### config.mk
export PLATFORM = sky130hd
export DESIGN_NAME = uart_rx_fifo
export DESIGN_NICKNAME = d
export VERILOG_FILES = /design/src/rtl/uart_rx_fifo.sv
export SDC_FILE = /design/constraint.sdc
export NUM_CORES = 1
export LEC_CHECK = 0
export BUFFER_PORTS_ARGS = -buffer_cell sky130_fd_sc_hd__buf_2
export CAP_MARGIN = 10
export CORE_MARGIN = 2
export CORE_UTILIZATION = 50
export DETAILED_ROUTE_END_ITERATION = 6
export HOLD_SLACK_MARGIN = 0.15
export PLACE_DENSITY = 0.73
export SLEW_MARGIN = 0
export SYNTH_ARGS = -nofsm -noshare
export SYNTH_HDL_FRONTEND = slang
export SYNTH_SLANG_ARGS = --single-unit
### constraint.sdc
create_clock -name clk -period 2.7 [get_ports clk]
set_input_delay 0.54 -clock clk [delete_from_list [all_inputs] [get_ports clk]]
set_output_delay 0.54 -clock clk [all_outputs]
set_load 0.05 [all_outputs]
### src/rtl/uart_rx_fifo.sv
// uart_rx_fifo: serial receive front end of the system UART.
// Oversamples the asynchronous rx pin, deframes 8N1 characters (LSB first) and
// queues received bytes in a small show-ahead FIFO drained by a valid/ready handshake.
//
// Ports:
//   clk        system clock
//   reset      asynchronous active-low reset
//   rx         asynchronous serial line, idles high
//   rx_data    byte at the FIFO head (meaningful while rx_valid=1)
//   rx_valid   FIFO not empty
//   rx_ready   consumer pops the head when rx_valid && rx_ready
//   frame_err  one-cycle pulse: stop bit sampled low
//   overrun    one-cycle pulse: completed byte dropped, FIFO full
//   busy       deframer is not idle
module uart_rx_fifo #(
    parameter int unsigned CLKS_PER_BIT = 64,
    parameter int unsigned FIFO_DEPTH   = 4
) (
    input  logic       clk,
    input  logic       reset,
    input  logic       rx,
    output logic [7:0] rx_data,
    output logic       rx_valid,
    input  logic       rx_ready,
    output logic       frame_err,
    output logic       overrun,
    output logic       busy
);

    localparam int unsigned CNT_W = $clog2(CLKS_PER_BIT);
    localparam int unsigned PTR_W = $clog2(FIFO_DEPTH);

    localparam logic [CNT_W-1:0] CNT_ONE   = CNT_W'(1);
    localparam logic [CNT_W-1:0] HALF_LAST = CNT_W'(CLKS_PER_BIT / 2 - 1);
    localparam logic [CNT_W-1:0] BIT_LAST  = CNT_W'(CLKS_PER_BIT - 1);
    localparam logic [PTR_W-1:0] PTR_ONE   = PTR_W'(1);
    localparam logic [PTR_W:0]   LVL_ONE   = (PTR_W + 1)'(1);
    localparam logic [PTR_W:0]   LVL_FULL  = (PTR_W + 1)'(FIFO_DEPTH);

    typedef enum logic [2:0] {
        StIdle,
        StStart,
        StData,
        StStop,
        StBreak
    } state_e;

    // ------------------------------------------------------------------
    // Two-flop synchroniser; both stages reset to the idle (high) level.
    // ------------------------------------------------------------------
    logic rx_meta;
    logic rx_s;

    always_ff @(posedge clk or negedge reset) begin
        if (!reset) begin
            rx_meta <= 1'b1;
            rx_s    <= 1'b1;
        end else begin
            rx_meta <= rx;
            rx_s    <= rx_meta;
        end
    end

    // ------------------------------------------------------------------
    // Deframer
    // ------------------------------------------------------------------
    state_e           state;
    logic [CNT_W-1:0] cnt;
    logic [2:0]       bitidx;
    logic [7:0]       shreg;

    logic stop_sample;
    logic push;

    assign stop_sample = (state == StStop) && (cnt == BIT_LAST);
    // The push happens on the same edge the stop bit is sampled.
    assign push        = stop_sample && rx_s;
    assign busy        = (state != StIdle);

    always_ff @(posedge clk or negedge reset) begin
        if (!reset) begin
            state     <= StIdle;
            cnt       <= '0;
            bitidx    <= '0;
            shreg     <= '0;
            frame_err <= 1'b0;
        end else begin
            frame_err <= 1'b0;
            case (state)
                StIdle: begin
                    if (!rx_s) begin
                        state <= StStart;
                        cnt   <= '0;
                    end
                end
                StStart: begin
                    if (cnt == HALF_LAST) begin
                        cnt    <= '0;
                        bitidx <= '0;
                        // A start bit that is gone by mid-bit is treated as a glitch.
                        state  <= rx_s ? StIdle : StData;
                    end else begin
                        cnt <= cnt + CNT_ONE;
                    end
                end
                StData: begin
                    if (cnt == BIT_LAST) begin
                        cnt    <= '0;
                        shreg  <= {rx_s, shreg[7:1]};
                        bitidx <= bitidx + 3'd1;
                        if (bitidx == 3'd7) begin
                            state <= StStop;
                        end
                    end else begin
                        cnt <= cnt + CNT_ONE;
                    end
                end
                StStop: begin
                    if (cnt == BIT_LAST) begin
                        cnt <= '0;
                        if (rx_s) begin
                            state <= StIdle;
                        end else begin
                            frame_err <= 1'b1;
                            state     <= StBreak;
                        end
                    end else begin
                        cnt <= cnt + CNT_ONE;
                    end
                end
                StBreak: begin
                    // Hold off until the line returns high so a stuck-low line
                    // cannot generate a stream of bogus frames.
                    if (rx_s) begin
                        state <= StIdle;
                    end
                end
                default: state <= StIdle;
            endcase
        end
    end

    // ------------------------------------------------------------------
    // Show-ahead FIFO
    // ------------------------------------------------------------------
    logic [7:0]       mem [FIFO_DEPTH];
    logic [PTR_W-1:0] rd_ptr;
    logic [PTR_W-1:0] wr_ptr;
    logic [PTR_W:0]   count;

    logic full;
    logic pop;
    logic wr_en;

    assign rx_valid = (count != '0);
    assign rx_data  = mem[rd_ptr];
    assign full     = (count == LVL_FULL);
    assign pop      = rx_valid && rx_ready;
    // A simultaneous pop frees the slot, so a push into a full FIFO still lands.
    assign wr_en    = push && (!full || pop);

    always_ff @(posedge clk or negedge reset) begin
        if (!reset) begin
            for (int i = 0; i < FIFO_DEPTH; i++) begin
                mem[i] <= '0;
            end
            rd_ptr  <= '0;
            wr_ptr  <= '0;
            count   <= '0;
            overrun <= 1'b0;
        end else begin
            overrun <= push && full && !pop;
            if (wr_en) begin
                mem[wr_ptr] <= shreg;
                wr_ptr      <= wr_ptr + PTR_ONE;
            end
            if (pop) begin
                rd_ptr <= rd_ptr + PTR_ONE;
            end
            case ({wr_en, pop})
                2'b10:   count <= count + LVL_ONE;
                2'b01:   count <= count - LVL_ONE;
                default: count <= count;
            endcase
        end
    end

endmodule

# Word-level counts from Yosys, hierarchy flattened

Cells that the tools add are included.

Flip-flop bits (word level): 63
Input bits: 4
Output and inout bits: 12
Logic and storage cells: 89

Add/sub/neg operators: 6
Magnitude comparators: 3
Eq/ne operators: 16
Muxes and demuxes: 26
Bitwise operators: 2
Reduce and logical (&&, ||, !) cells: 21

Operators by type and width:

| cell                | count |
|---|---|
| $bwmux 32           | 1 |
| $mux 3              | 9 |
| $mux 8              | 3 |
| $mux 6              | 3 |
| $pmux 6 s3          | 1 |
| $bmux 8 s2          | 1 |
| $demux 8 s2         | 1 |
| $pmux 3 s5          | 1 |
| $pmux 3 s2          | 2 |
| $ne 2x2->1 const B  | 5 |
| $eq 3x3->1 const B  | 3 |
| $reduce_bool 3->1   | 3 |
| $logic_and 1x1->1   | 7 |
| $add 3x1->3 const B | 2 |
| $add 6x1->6 const B | 1 |
| $eq 3x2->1 const B  | 2 |
| $eq 6x5->1 const B  | 1 |
| $eq 6x6->1 const B  | 1 |
| $ge 3x3->1 const B  | 2 |
| $not 2->3           | 2 |
| $reduce_and 6->1    | 1 |
| $add 2x1->2 const B | 2 |
| $reduce_and 2->1    | 2 |
| $reduce_bool 2->1   | 2 |
| other kinds (13)    | 16 |

# Logic depth before layout (Yosys ltp)

Depth after elaboration: 6
Gate-level depth with buffers: 10
Depth with buffers taken out: 10

# Worst setup path before layout

Ideal clock, no wire load.

Kind: input to register
Start point: in rx_ready
End point: reg count[2]
Setup time: 0.079 ns
Arrival: 2.431 ns
Data required time: 2.621 ns
Slack: 0.190 ns
Cell stages on the path: 9
Buffers on the path: 1
Cells stage by stage: or4b_2 > buf_2 > nand3_1 > ha_1 > inv_1 > fa_1 > xor2_1 > nor2_1 > xor2_1

Longest elaborated chain between the ends: 5
Elaborated cells between the ends (all ways): 7
Those cells by class: 2 x eq/ne; 1 x mux; 4 x reduce/logical

RTL lines:

| element                                                | RTL line | RTL |
|---|---|---|
| from (decl)                                            | 24       | `input logic rx_ready,` |
| $logic_and 1x1->1 (*)                                  | 158      | `assign pop = rx_valid && rx_ready;` |
| $logic_or 1x1->1                                       | 160      | `assign wr_en = push && (!full \|\| pop);` |
| $logic_and 1x1->1                                      | 160      |  |
| $eq 2x1->1 / $eq 2x2->1 (equally long branches)        | 180      | `case ({wr_en, pop})` |
| $pmux 3 s2 / $reduce_bool 2->1 (equally long branches) | -        |  |
| to (signal assigned)                                   | 181      | `2'b10: count <= count + LVL_ONE;` |
| to (signal assigned)                                   | 182      | `2'b01: count <= count - LVL_ONE;` |
| to (signal assigned)                                   | 183      | `default: count <= count;` |
| to (decl)                                              | 149      | `logic [PTR_W:0] count;` |

Every way passes the cells marked *; elsewhere a longest branch is shown, timed or not.
A chain may end at the register's enable or synchronous reset.

# Worst setup path in the final report

Start point: reg count[1]
End point: reg count[2]

Longest elaborated chain between the ends: 6
Elaborated cells between the ends (all ways): 12
Those cells by class: 2 x add/sub; 3 x eq/ne; 1 x mux; 6 x reduce/logical

RTL lines:

| element                                                     | RTL line |
|---|---|
| $eq 3x3->1 / $reduce_bool 3->1 (equally long branches)      | 157, 155 |
| $logic_not 1->1 / $logic_and 1x1->1 (equally long branches) | 160, 158 |
| $logic_or 1x1->1                                            | 160 |
| $logic_and 1x1->1                                           | 160 |
| $eq 2x1->1 / $eq 2x2->1 (equally long branches)             | 180 |
| $pmux 3 s2 / $reduce_bool 2->1 (equally long branches)      | - |

Parallel ways exist; a longest one is shown, timed or not.

==> results.sh <==
export IMPL_num_io_pins=16
export IMPL_dieWidth_um=79.8
export IMPL_yosys_top_cells_count="61 x dfrtp_1, 42 x mux2_2, 8 x ha_1, 8 x mux4_2, 8 x nand2_1"
export IMPL_hpwl_um=3360
export IMPL_cpMostUsedCell="xor2_1"
export IMPL_maxCapViolCount=0
export IMPL_setup_viol=0
export IMPL_grt_pass1_wl_um=8420
export IMPL_slew_headroom=0.624
export IMPL_dieArea_mm2=0.00636
export IMPL_clk_path_buf_depth=2
export IMPL_via_per_inst=5.49
export IMPL_numPortBuffers=15
export IMPL_rsz0062_at_grt="false"
export IMPL_postRouteAntennaNets=0
export IMPL_avgRoutedWirePerCell_um=16.3
export IMPL_core_mm2=0.00554
export IMPL_synth_edf_count=0
export IMPL_drt_pass1_iterations=4
export IMPL_drive_above_1_share=0.410
export IMPL_crit_path_top_delay_cell="or4b_2"
export IMPL_synth_largest_area_cell="dfrtp_1"
export IMPL_critPathMaxStageDelay_ns=0.70
export IMPL_grt_max_degree=30
export IMPL_p_leak_nw=1.61
export IMPL_synth_area_per_cell_um2=14.1
export IMPL_async_flop_share=1.00
export IMPL_synth_most_common_cell="dfrtp_1"
export IMPL_synth_warnings=0
export IMPL_finish_utilization=0.593
export IMPL_maxSlewViolCount=0
export IMPL_die_y_um=79.8
export IMPL_synth_distinct_cells=38
export IMPL_finalHoldViolCount=0
export IMPL_synth_seq_area_share=0.550
export IMPL_irDropWorstVdd_mv=0.450
export IMPL_drt_iter0_drc=80
export IMPL_htreeDepth=3
export IMPL_ys_flop_type="dfrtp_1"
export IMPL_tritoncts="yes"
export IMPL_post_cts_resized=0
export IMPL_cts_buffers=9
export IMPL_crit_required_ns=2.96
export IMPL_endpoint_kind="flip-flop"
export IMPL_cts_sinks=63
export IMPL_syn_inst=204
export IMPL_grt_usage=0.179
export IMPL_design_area_mm2=0.00329
export IMPL_crit_path_max_fanout=3
export IMPL_max_freq_ghz=0.413
export IMPL_clkLatencyLatePin_ns=0.33
export IMPL_syn_to_final_growth_pct=14.5
export IMPL_grt_pass1_vias=1803
export IMPL_clk_pin_slew_ns=0.07
export IMPL_tightestPinTransition_ns=0.563
export IMPL_crit_chain="or4b_2, nand3_1, ha_1, inv_1, fa_1, xor2_1, nor2_1, xor2_1"
export IMPL_syn_num_nets=217
export IMPL_clock_skew_ns=0.00315
export IMPL_antenna_found_initial=0
export IMPL_root_buffer="clkbuf_8"
export IMPL_dpl_instance_area_mm2=0.00305
export IMPL_outcome="completed"
export IMPL_netlist_area_mm2=0.00287
export IMPL_holdWs_ns=0.303
export IMPL_antenna_cells=0
export IMPL_rows=27
export IMPL_synth_seq_cells=63
export IMPL_cp_arrival_ns=2.68
export IMPL_num_nets_final=242
export IMPL_initial_core_util=0.518
export IMPL_drc=0
export IMPL_drt_wl_total_um=4980
export IMPL_min_path_type="in2reg"
export IMPL_post_cts_repair_setup_buffers=0
export IMPL_synth_top_area_frac=0.532
export IMPL_critPathLaunchType="flip-flop"
export IMPL_synthTopCellsByArea="dfrtp_1 53%, mux2_2 16%, mux4_2 6.3%, ha_1 3.5%, dfstp_2 1.8%"
export IMPL_place_congestion=0.709
export IMPL_pwr_density_cell_mw_per_mm2=740
export IMPL_min_period_ns=2.42
export IMPL_grt_overflow=0
export IMPL_ctsHoldBuffers=1
export IMPL_vias=1680
export IMPL_tns_ns=0
export IMPL_crit_type="reg2reg"
export IMPL_post_route_period_util=0.896
-- sequential cells by signal, indices dropped and copies added, names as in the netlist --
name,count
bitidx,3
cnt,6
count,3
frame_err,1
mem,32
overrun,1
rd_ptr,2
rx_meta,1
rx_s,1
shreg,8
state,3
wr_ptr,2
-- kinds of logic after synthesis --
kind of cell | synth area share
AOI/OAI and AO/OA | 0.0458
muxes | 0.235
DFF | 0.550
buffers and inverters | 0.0235
and+or+nand+nor | 0.0828
xor gates and xnor gates | 0.0214
adders and majority gates | 0.0418
-- placed cells by master, fill, tap and decap left out, types with 3 or more instances in the layout --
master | Yosys | layout
dfrtp_1 | 61 | 61
mux2_2 | 42 | 42
buf_2 | 5 | 15
clkbuf_8 | 0 | 11
mux4_2 | 8 | 8
nand2_1 | 8 | 8
ha_1 | 8 | 8
inv_1 | 7 | 7
buf_4 | 0 | 7
nor2_1 | 6 | 6
o21ai_0 | 6 | 6
nand4_2 | 4 | 4
xnor2_1 | 4 | 4
a21oi_1 | 4 | 4
nand3_1 | 3 | 3
xor2_1 | 3 | 3
-- where the power goes --
group | switching [W] | internal, W | leakage [nW]
sequential | 0.000139 | 0.00103 | 0.845
clock | 0.000346 | 0.000570 | 0.114
combinational | 0.000170 | 0.000183 | 0.654
total | 0.000654 | 0.00178 | 1.61
-- worst max-delay path: cells and delay by family, from the launching register on --
| family | cells | cell delay [ns] |
|---|---|---|
| XOR/XNOR | 2 | 0.30 |
| adder cells (fa/ha/maj) | 2 | 0.59 |
| buffers and inverters | 1 | 0.06 |
| flip-flops | 1 | 0.40 |
| AND/OR/NAND/NOR | 3 | 1.00 |
-- metrics by stage --
| stage | power, W | instances | setup WS (ns) |
|---|---|---|---|
| 2_1_floorplan | 0.00143 | 204 | 0.190 |
| 3_3_place_gp | 0.00152 | 289 | 0.178 |
| 3_5_place_dp | 0.00154 | 289 | 0.0785 |
| 4_1_cts | 0.00247 | 306 | 0.237 |
| 5_1_grt | 0.00255 | 306 | 0.131 |
| 6_report | 0.00243 | 306 | 0.281 |
-- worst paths after layout --
path	slack [ns]	end	cells past startpoint	from
setup / recovery	0.28	count[2]	8	count[1]
hold / removal	0.30	rx_meta	1	rx
setup reg to reg	0.28	count[2]	8	count[1]
hold reg to reg	0.36	rx_s	0	rx_meta
max in group asynchronous	1.34	count[1]	3	reset
min in group asynchronous	0.66	mem[1]	2	reset
-- routing by layer --
metal	wire, µm	part of all wire	vias to the layer above	GRT usage
met3	142	0.029	6	0.0509
li1	-	-	789	-
met5	0	0	-	0
met1	2340	0.47	868	0.229
met4	63	0.013	0	0.0763
met2	2440	0.49	17	0.287
-- layout make-up --
class | instances | area [µm²]
repair buffers | 23 | 138
clock inverters | 3 | 65.1
flip-flops and latches | 63 | 1580
multi-input cells | 125 | 1230
clock buffers | 13 | 159
well taps | 72 | 90.1
inverters | 7 | 26.3
fillers | 461 | 2250
Power figures use the tool's default switching activity.
